`config.mk`:
```
export PLATFORM = sky130hd
export DESIGN_NAME = regfile_port_arbiter
export DESIGN_NICKNAME = d
export VERILOG_FILES = /design/src/rtl/regfile_port_arbiter.sv
export SDC_FILE = /design/constraint.sdc
export NUM_CORES = 1
export LEC_CHECK = 0
export BUFFER_PORTS_ARGS = -buffer_cell sky130_fd_sc_hd__buf_4
export CAP_MARGIN = 20
export CORE_AREA = 2 2 64 66
export CTS_CLUSTER_DIAMETER = 40
export DETAILED_ROUTE_END_ITERATION = 8
export DIE_AREA = 0 0 66 68
export GPL_TIMING_DRIVEN = 0
export HOLD_SLACK_MARGIN = 0.03
export PLACE_DENSITY = 0.95
export SYNTH_ARGS = -nofsm -noshare
export SYNTH_HDL_FRONTEND = slang
export SYNTH_SLANG_ARGS = --single-unit
```
`constraint.sdc`:
```
create_clock -name clk_in -period 5.75 [get_ports clk_in]
set_input_delay 1.725 -clock clk_in [delete_from_list [all_inputs] [get_ports clk_in]]
set_output_delay 1.725 -clock clk_in [all_outputs]
set_load 0.02 [all_outputs]
```
`src/rtl/regfile_port_arbiter.sv`:
```
// Arbiter sharing a single-port register file between one commit-stage writer
// and NUM_RD readers; read data returns to the granted reader one cycle later.
module regfile_port_arbiter #(
    parameter int NUM_RD          = 3,
    parameter int WR_STARVE_LIMIT = 4
) (
    input  logic                  clk_in,
    input  logic                  rst_in,
    input  logic                  rdy_in,
    input  logic [NUM_RD-1:0]     rd_req_valid,
    input  logic [5*NUM_RD-1:0]   rd_req_id,
    output logic [NUM_RD-1:0]     rd_req_ready,
    output logic [NUM_RD-1:0]     rd_rsp_valid,
    output logic [31:0]           rd_rsp_data,
    input  logic                  wr_req_valid,
    input  logic [4:0]            wr_req_id,
    input  logic [31:0]           wr_req_data,
    output logic                  wr_req_ready,
    output logic                  rf_have_task,
    output logic [4:0]            rf_reg_id,
    output logic                  rf_rw,
    output logic [31:0]           rf_data_in,
    input  logic [31:0]           rf_data_out
);

    localparam int PTR_W = (NUM_RD > 1) ? $clog2(NUM_RD) : 1;
    localparam int CNT_W = $clog2(WR_STARVE_LIMIT + 1);
    localparam logic [CNT_W-1:0] STARVE_MAX = CNT_W'(WR_STARVE_LIMIT);
    localparam logic [PTR_W:0]   NUM_RD_W   = (PTR_W + 1)'(NUM_RD);
    localparam logic [PTR_W-1:0] LAST_IDX   = PTR_W'(NUM_RD - 1);

    logic [PTR_W-1:0] rr_ptr_r;
    logic [CNT_W-1:0] starve_cnt_r;
    logic             rsp_pend_r;
    logic [PTR_W-1:0] rsp_sel_r;

    logic [4:0]       rd_id_s [NUM_RD];
    logic             any_rd_s;
    logic             rd_found_s;
    logic [PTR_W-1:0] rd_idx_s;
    logic             grant_en_s;
    logic             starve_hit_s;
    logic             wr_grant_s;
    logic             rd_grant_s;
    logic [PTR_W-1:0] rr_next_s;

    for (genvar g = 0; g < NUM_RD; g++) begin : g_unpack_id
        assign rd_id_s[g] = rd_req_id[5*g +: 5];
    end

    // Round-robin search: first valid reader at or after rr_ptr, wrapping.
    always_comb begin
        logic [PTR_W:0] sum_v;
        logic [PTR_W-1:0] idx_v;
        sum_v      = '0;
        idx_v      = '0;
        rd_found_s = 1'b0;
        rd_idx_s   = '0;
        for (int k = 0; k < NUM_RD; k++) begin
            sum_v      = {1'b0, rr_ptr_r} + (PTR_W + 1)'(k);
            sum_v      = (sum_v >= NUM_RD_W) ? (sum_v - NUM_RD_W) : sum_v;
            idx_v      = sum_v[PTR_W-1:0];
            rd_idx_s   = (!rd_found_s && rd_req_valid[idx_v]) ? idx_v : rd_idx_s;
            rd_found_s = rd_found_s | rd_req_valid[idx_v];
        end
    end

    // Grant decision: write wins unless a waiting read has been starved long enough.
    always_comb begin
        any_rd_s     = |rd_req_valid;
        grant_en_s   = rdy_in & (~rsp_pend_r | rdy_in);
        starve_hit_s = any_rd_s & (starve_cnt_r == STARVE_MAX);
        wr_grant_s   = grant_en_s & wr_req_valid & ~starve_hit_s;
        rd_grant_s   = grant_en_s & ~wr_grant_s & rd_found_s;
        rr_next_s    = (rd_idx_s == LAST_IDX) ? '0 : (rd_idx_s + PTR_W'(1));
        wr_req_ready = wr_grant_s;
        rd_req_ready = rd_grant_s ? (NUM_RD'(1'b1) << rd_idx_s) : '0;
    end

    // Register-file command; an x0 write retires without touching the file.
    always_comb begin
        rf_have_task = 1'b0;
        rf_reg_id    = 5'd0;
        rf_rw        = 1'b0;
        rf_data_in   = 32'd0;
        if (wr_grant_s && (wr_req_id != 5'd0)) begin
            rf_have_task = 1'b1;
            rf_reg_id    = wr_req_id;
            rf_rw        = 1'b1;
            rf_data_in   = wr_req_data;
        end else if (rd_grant_s) begin
            rf_have_task = 1'b1;
            rf_reg_id    = rd_id_s[rd_idx_s];
        end else begin
            rf_have_task = 1'b0;
        end
    end

    // Response strobe and data, qualified by the pending-response register.
    always_comb begin
        rd_rsp_valid = rsp_pend_r ? (NUM_RD'(1'b1) << rsp_sel_r) : '0;
        rd_rsp_data  = rsp_pend_r ? rf_data_out : 32'd0;
    end

    // Pending-response tracking; held while rdy_in is low so the strobe is not lost.
    always_ff @(posedge clk_in or negedge rst_in) begin
        if (!rst_in) begin
            rsp_pend_r <= 1'b0;
            rsp_sel_r  <= '0;
        end else if (rd_grant_s) begin
            rsp_pend_r <= 1'b1;
            rsp_sel_r  <= rd_idx_s;
        end else if (rdy_in) begin
            rsp_pend_r <= 1'b0;
        end else begin
            rsp_pend_r <= rsp_pend_r;
        end
    end

    // Round-robin pointer advances past the reader just served.
    always_ff @(posedge clk_in or negedge rst_in) begin
        if (!rst_in) begin
            rr_ptr_r <= '0;
        end else if (rd_grant_s) begin
            rr_ptr_r <= rr_next_s;
        end else begin
            rr_ptr_r <= rr_ptr_r;
        end
    end

    // Consecutive write grants while a read waits, saturating at the limit.
    always_ff @(posedge clk_in or negedge rst_in) begin
        if (!rst_in) begin
            starve_cnt_r <= '0;
        end else if (rd_grant_s || !any_rd_s) begin
            starve_cnt_r <= '0;
        end else if (wr_grant_s && (starve_cnt_r != STARVE_MAX)) begin
            starve_cnt_r <= starve_cnt_r + CNT_W'(1);
        end else begin
            starve_cnt_r <= starve_cnt_r;
        end
    end

endmodule

```
* Word-level counts from Yosys, hierarchy flattened
Cells that the tools add are included.
** Storage, ports and cells
- Bits in read-only memories :: 0
- Bits of input ports :: 91
- Memories :: 0
- Logic and storage cells :: 77
- Bits in writable memories :: 0
- Register bits after elaboration :: 8
- Latch bits :: 0
- Output and inout bits :: 78
** Cells by class
- Shift-type cells :: 2
- Eq/ne operators :: 3
- Multipliers :: 0
- $lt $le $gt $ge :: 7
- Mux-type cells :: 29
- Add/sub/neg operators :: 7
- Divide/modulo/power cells :: 0
- Bitwise logic cells :: 13
- Reductions and logical operators :: 12
** Operators by type and width (number)
- two-way mux 32 bit :: 2
- two-way mux 5 bit :: 4
- two-way mux 2 bit :: 7
- two-way mux 3 bit :: 4
- binary-select mux 5 bit (select 2 bit) :: 1
- < comparator 2 x 3 -> 1 bit, second input constant :: 3
- two-way mux 1 bit :: 8
- bitwise AND 1 bit :: 6
- binary-select mux 1 bit (select 2 bit) :: 3
- >= comparator 3 x 2 -> 1 bit, second input constant :: 2
- left shift 1 x 2 -> 3 bit, first input constant :: 2
- subtractor 2 bit, second input constant :: 3
- nonzero test 5 bit :: 1
- logical AND 1 bit :: 4
- nonzero test 2 bit :: 2
- adder 2 x 1 -> 3 bit, second input constant :: 1
- adder 2 x 2 -> 3 bit, second input constant :: 1
- adder 3 x 1 -> 3 bit, second input constant :: 1
- equality test 3 bit, second input constant :: 1
- >= comparator 3 bit, second input constant :: 1
- logical NOT 1 bit :: 3
- inequality test 3 bit, second input constant :: 1
- NOT 1 bit :: 3
- NOT 2 -> 3 bit :: 1
- 6 further kinds :: 8

* Depth between registers and ports, before layout
- Word-level depth :: 15
- Mapped depth :: 10
- Mapped depth without buffers :: 8

* Worst setup path before layout
Ideal clock, no wire load.
- Path type :: input to output
- Start point :: in rd_req_valid[0]
- End point :: out rf_data_in[16]
- Cell stages on the path :: 5
- Setup slack :: 662 ps
- Required time :: 4025 ps
- Arrival time :: 3363 ps
- Buffers on the path :: 1
- Path through :: o311ai_0 > nor2b_1 > o21a_1 > buf_2 > and2_1
** Between the ends
- Longest elaborated chain between the ends :: 6
** Ends and longest elaborated chain
- from (decl) :: RTL line 10 : input logic [NUM_RD-1:0] rd_req_valid,
- OR reduction 3 bit :: RTL line 70 : any_rd_s = |rd_req_valid;
- bitwise AND 1 bit :: RTL line 72 : starve_hit_s = any_rd_s & (starve_cnt_r == STARVE_MAX);
- NOT 1 bit :: RTL line 73 : wr_grant_s = grant_en_s & wr_req_valid & ~starve_hit_s;
- bitwise AND 1 bit :: RTL line 73
- net wr_req_ready :: RTL line 18 : output logic wr_req_ready,
- logical AND 1 bit :: RTL line 86 : if (wr_grant_s && (wr_req_id != 5'd0)) begin
- two-way mux 32 bit :: RTL line 86
- to (decl) :: RTL line 22 : output logic [31:0] rf_data_in,
The timed path passes the listed nets, and every way through them passes these cells.

* Worst setup path after layout
- Start point :: in rd_req_valid[0]
- End point :: out rf_data_in[7]
** Between the ends
- Longest elaborated chain between the ends :: 6
** Ends and longest elaborated chain (RTL line)
- OR reduction 3 bit :: 70
- bitwise AND 1 bit :: 72
- NOT 1 bit :: 73
- bitwise AND 1 bit :: 73
- logical AND 1 bit :: 86
- two-way mux 32 bit :: 86
Every way passes these cells.

==> impl_metrics.env <==
export IMPL_status="finished clean"
export IMPL_antenna_found_initial=0
export IMPL_grt_pass1_vias=1802
export IMPL_endpoint_kind="primary output"
export IMPL_crit_type="in2out"
export IMPL_yosysSeqAreaShare_pct=15.4
export IMPL_synth_area_mm2=0.00130
export IMPL_syn_to_final_growth_pct=105
export IMPL_cts_resized=0
export IMPL_power_density_mw_per_mm2=300
export IMPL_overflow=0
export IMPL_final_nets=442
export IMPL_final_hold_violation_count=0
export IMPL_report_final_slew_viol_count=0
export IMPL_route_detailed_drc=0
export IMPL_initial_utilization_pct=33.7
export IMPL_die_area_mm2=0.00449
export IMPL_met1_usage_pct=24.7
export IMPL_grt_max_degree=11
export IMPL_rsz0062_at_grt="false"
export IMPL_die_y_um=68
export IMPL_clkSinkCount=8
export IMPL_gp_congestion=0.849
export IMPL_swShare_pct=48.4
export IMPL_hold_buffers=0
export IMPL_grt_pass1_wl_mm=8.37
export IMPL_synthAdderAreaFrac_pct=5.77
export IMPL_cts_buffer_depth=2
export IMPL_yosys_area_share_simple_pct=44.0
export IMPL_drt_initial_drc_count=86
export IMPL_cts_tree="built"
export IMPL_fmax_mhz=184
export IMPL_synth_compound_area_share_pct=20.5
export IMPL_avgViaCountPerCell=4.83
export IMPL_synth_nets=269
export IMPL_fin_area_mm2=0.00267
export IMPL_grtUsageTotal_pct=24.2
export IMPL_ioPinCount=169
export IMPL_worstPathArrival_ns=3.70
export IMPL_port_buffer_count=168
export IMPL_dr_pass1_iters=4
export IMPL_antenna_cells=0
export IMPL_clkLatencyLatePin_ns=0.22
export IMPL_critPathRequiredTime_ns=4.03
export IMPL_synth_seq_cells=8
export IMPL_postCtsSetupRepairBufs=0
export IMPL_worst_pin_slew_ns=0.596
export IMPL_top_usage_layer="met2"
export IMPL_hp_class="reg2reg"
export IMPL_num_vias=1899
export IMPL_htreeDepth=1
export IMPL_use_met3_pct=7.73
export IMPL_synth_cells=172
export IMPL_finalSetupViolCount=0
export IMPL_die_w_um=66
export IMPL_synth_top_family_by_area="simple AND/OR/NAND/NOR gates"
export IMPL_cts_buffers=3
export IMPL_layout_min_cycle_time_ns=5.43
export IMPL_ir_drop_v=0.000101
export IMPL_p_int_uw=413
export IMPL_wirelength_mm=5.82
export IMPL_dpl_cell_area_mm2=0.00263
export IMPL_root_buffer="clkbuf_8"
export IMPL_yosysUniqueCellTypes=37
export IMPL_layout_drive_gt1_share_pct=52.8
export IMPL_start_kind="primary input"
export IMPL_wire_per_inst_um=14.8
export IMPL_rows=23
export IMPL_synth_mux_area_share_pct=7.31
export IMPL_finClkSkew_ns=0.00634
export IMPL_p_clk_share_pct=8.2
export IMPL_critPathMaxFanout=10
export IMPL_ant_nets=0
export IMPL_max_cap_violations=0
export IMPL_yosys_warnings=0
export IMPL_relSlewSlack_pct=59.9
export IMPL_seqPwrFrac_pct=12.3
export IMPL_p_leak_nw=1.46
export IMPL_grt_use_met2_pct=45.1
export IMPL_synth_xor_area_share_pct=1.35
export IMPL_fin_setup_tns_ns=0
export IMPL_path_clk_slew_ns=0.04
export IMPL_dp_hpwl_mm=5.05
export IMPL_coreArea_mm2=0.00386
export IMPL_finalCritPeriodShare_pct=94.4
export IMPL_pwr_share_comb_pct=79.5
export IMPL_syn_avg_cell_area_um2=7.57
export IMPL_power_switching_uw=387
-- per-stage QoR --
| step | hold WS (ns) | total power [mW] | instances | utilization, % | setup slack, ns |
|---|---|---|---|---|---|
| after global placement | 0.507 | 0.713 | 390 | 68.1 | 0.428 |
| after detailed placement | 0.527 | 0.733 | 390 | 68.1 | 0.344 |
| after floorplan | 0.488 | 0.493 | 172 | - | 0.662 |
| final | 0.538 | 0.800 | 393 | 69.1 | 0.324 |
| after global routing | 0.568 | 0.859 | 393 | 69.1 | 0.129 |
| after CTS | 0.538 | 0.801 | 393 | 69.1 | 0.335 |
-- placed cells by master, fill, tap and decap left out, types with 3 or more instances in the layout --
cell      count
a21o_1        3
o21ai_0       7
nand2_1       6
o31ai_1       4
inv_1         8
and2_1       67
dfrtp_1       8
buf_4       168
o21a_1        4
nor2_1        5
a21oi_1       3
a32oi_1       4
ha_1          6
clkbuf_1      6
nor2b_1       3
mux2i_1       8
clkbuf_8      3
-- cell usage after synthesis (all sizes together) --
| library cell | number | area (um^2) |
|---|---|---|
| a211oi | 2 | 15.0 |
| o21ai | 9 | 52.6 |
| or4 | 1 | 7.51 |
| a21oi | 4 | 23.8 |
| a21boi | 1 | 7.51 |
| o22ai | 2 | 12.5 |
| nand2b | 1 | 13.8 |
| a221o | 1 | 10.0 |
| a32oi | 4 | 35.0 |
| nor2 | 5 | 18.8 |
| buf | 3 | 21.3 |
| xor2 | 1 | 8.76 |
| mux2i | 8 | 80.1 |
| or2 | 1 | 6.26 |
| clkbuf | 6 | 22.5 |
| inv | 8 | 30.0 |
| o31ai | 4 | 30.0 |
| ha | 6 | 75.1 |
| o21a | 4 | 30.0 |
| mux2 | 1 | 15.0 |
| nand3b | 2 | 15.0 |
| a41o | 1 | 10.0 |
| and3b | 2 | 17.5 |
| dfrtp | 8 | 200 |
| a21o | 3 | 22.5 |
| nor3b | 2 | 15.0 |
| and2 | 67 | 419 |
| xnor2 | 1 | 8.76 |
| nand2 | 6 | 22.5 |
| o311ai | 1 | 8.76 |
| nor3 | 2 | 10.0 |
| nor2b | 4 | 27.5 |
| o31a | 1 | 8.76 |
-- worst max-delay path: stages --
cell	delay (ns)
buf_4	0.14
o311ai_0	0.41
nor2b_1	0.47
o21a_1	0.32
clkbuf_1	0.29
and2_1	0.20
buf_4	0.14
-- power by group through the flow --
stage | registers (mW) | logic (mW) | clock network, mW
floorplan | 0.0942 | 0.398 | 0
global placement | 0.0977 | 0.615 | 0
detailed placement | 0.0989 | 0.634 | 0
CTS | 0.0983 | 0.637 | 0.0662
global route | 0.102 | 0.685 | 0.0711
finish | 0.0981 | 0.637 | 0.0657
-- cell type report --
| class | count | area (um^2) |
|---|---|---|
| Inverter | 8 | 30.0 |
| Sequential cell | 8 | 200 |
| Timing Repair Buffer | 168 | 1260 |
| Multi-Input combinational cell | 147 | 1030 |
| Tap cell | 50 | 62.6 |
| Fill cell | 333 | 1190 |
| Buffer | 9 | 43.8 |
| Clock buffer | 3 | 41.3 |
-- cell families after synthesis --
logic type	count (synthesis)
adder cells (fa/ha/maj)	6
AND/OR/NAND/NOR	93
buffers and inverters	17
flip-flops	8
multiplexers	9
XOR/XNOR	2
AO/OA/AOI/OAI	37
-- state kept, by name, indices dropped and copies added (netlist names) --
name,flops
rsp_sel_r,2
rr_ptr_r,2
starve_cnt_r,3
rsp_pend_r,1
-- worst paths after layout --
check / slack (ns) / depth (start not counted) / to / start
min reg2reg: 0.54 / 1 / rsp_sel_r[1] / rsp_sel_r[1]
max reg2reg: 3.29 / 9 / rsp_sel_r[0] / rr_ptr_r[0]
max in group asynchronous: 4.30 / 1 / rsp_sel_r[0] / rst_in
min in group asynchronous: 1.31 / 1 / starve_cnt_r[2] / rst_in
min: 0.54 / 1 / rsp_sel_r[1] / rsp_sel_r[1]
max: 0.32 / 7 / rf_data_in[7] / rd_req_valid[0]
-- metal layers --
layer,vias up,part of all wire (%)
met2,103,51
met5,-,0
met4,0,4.1
met1,845,35
met3,20,9.7
li1,931,-
Note: power is estimated with default switching activity, not from simulation.
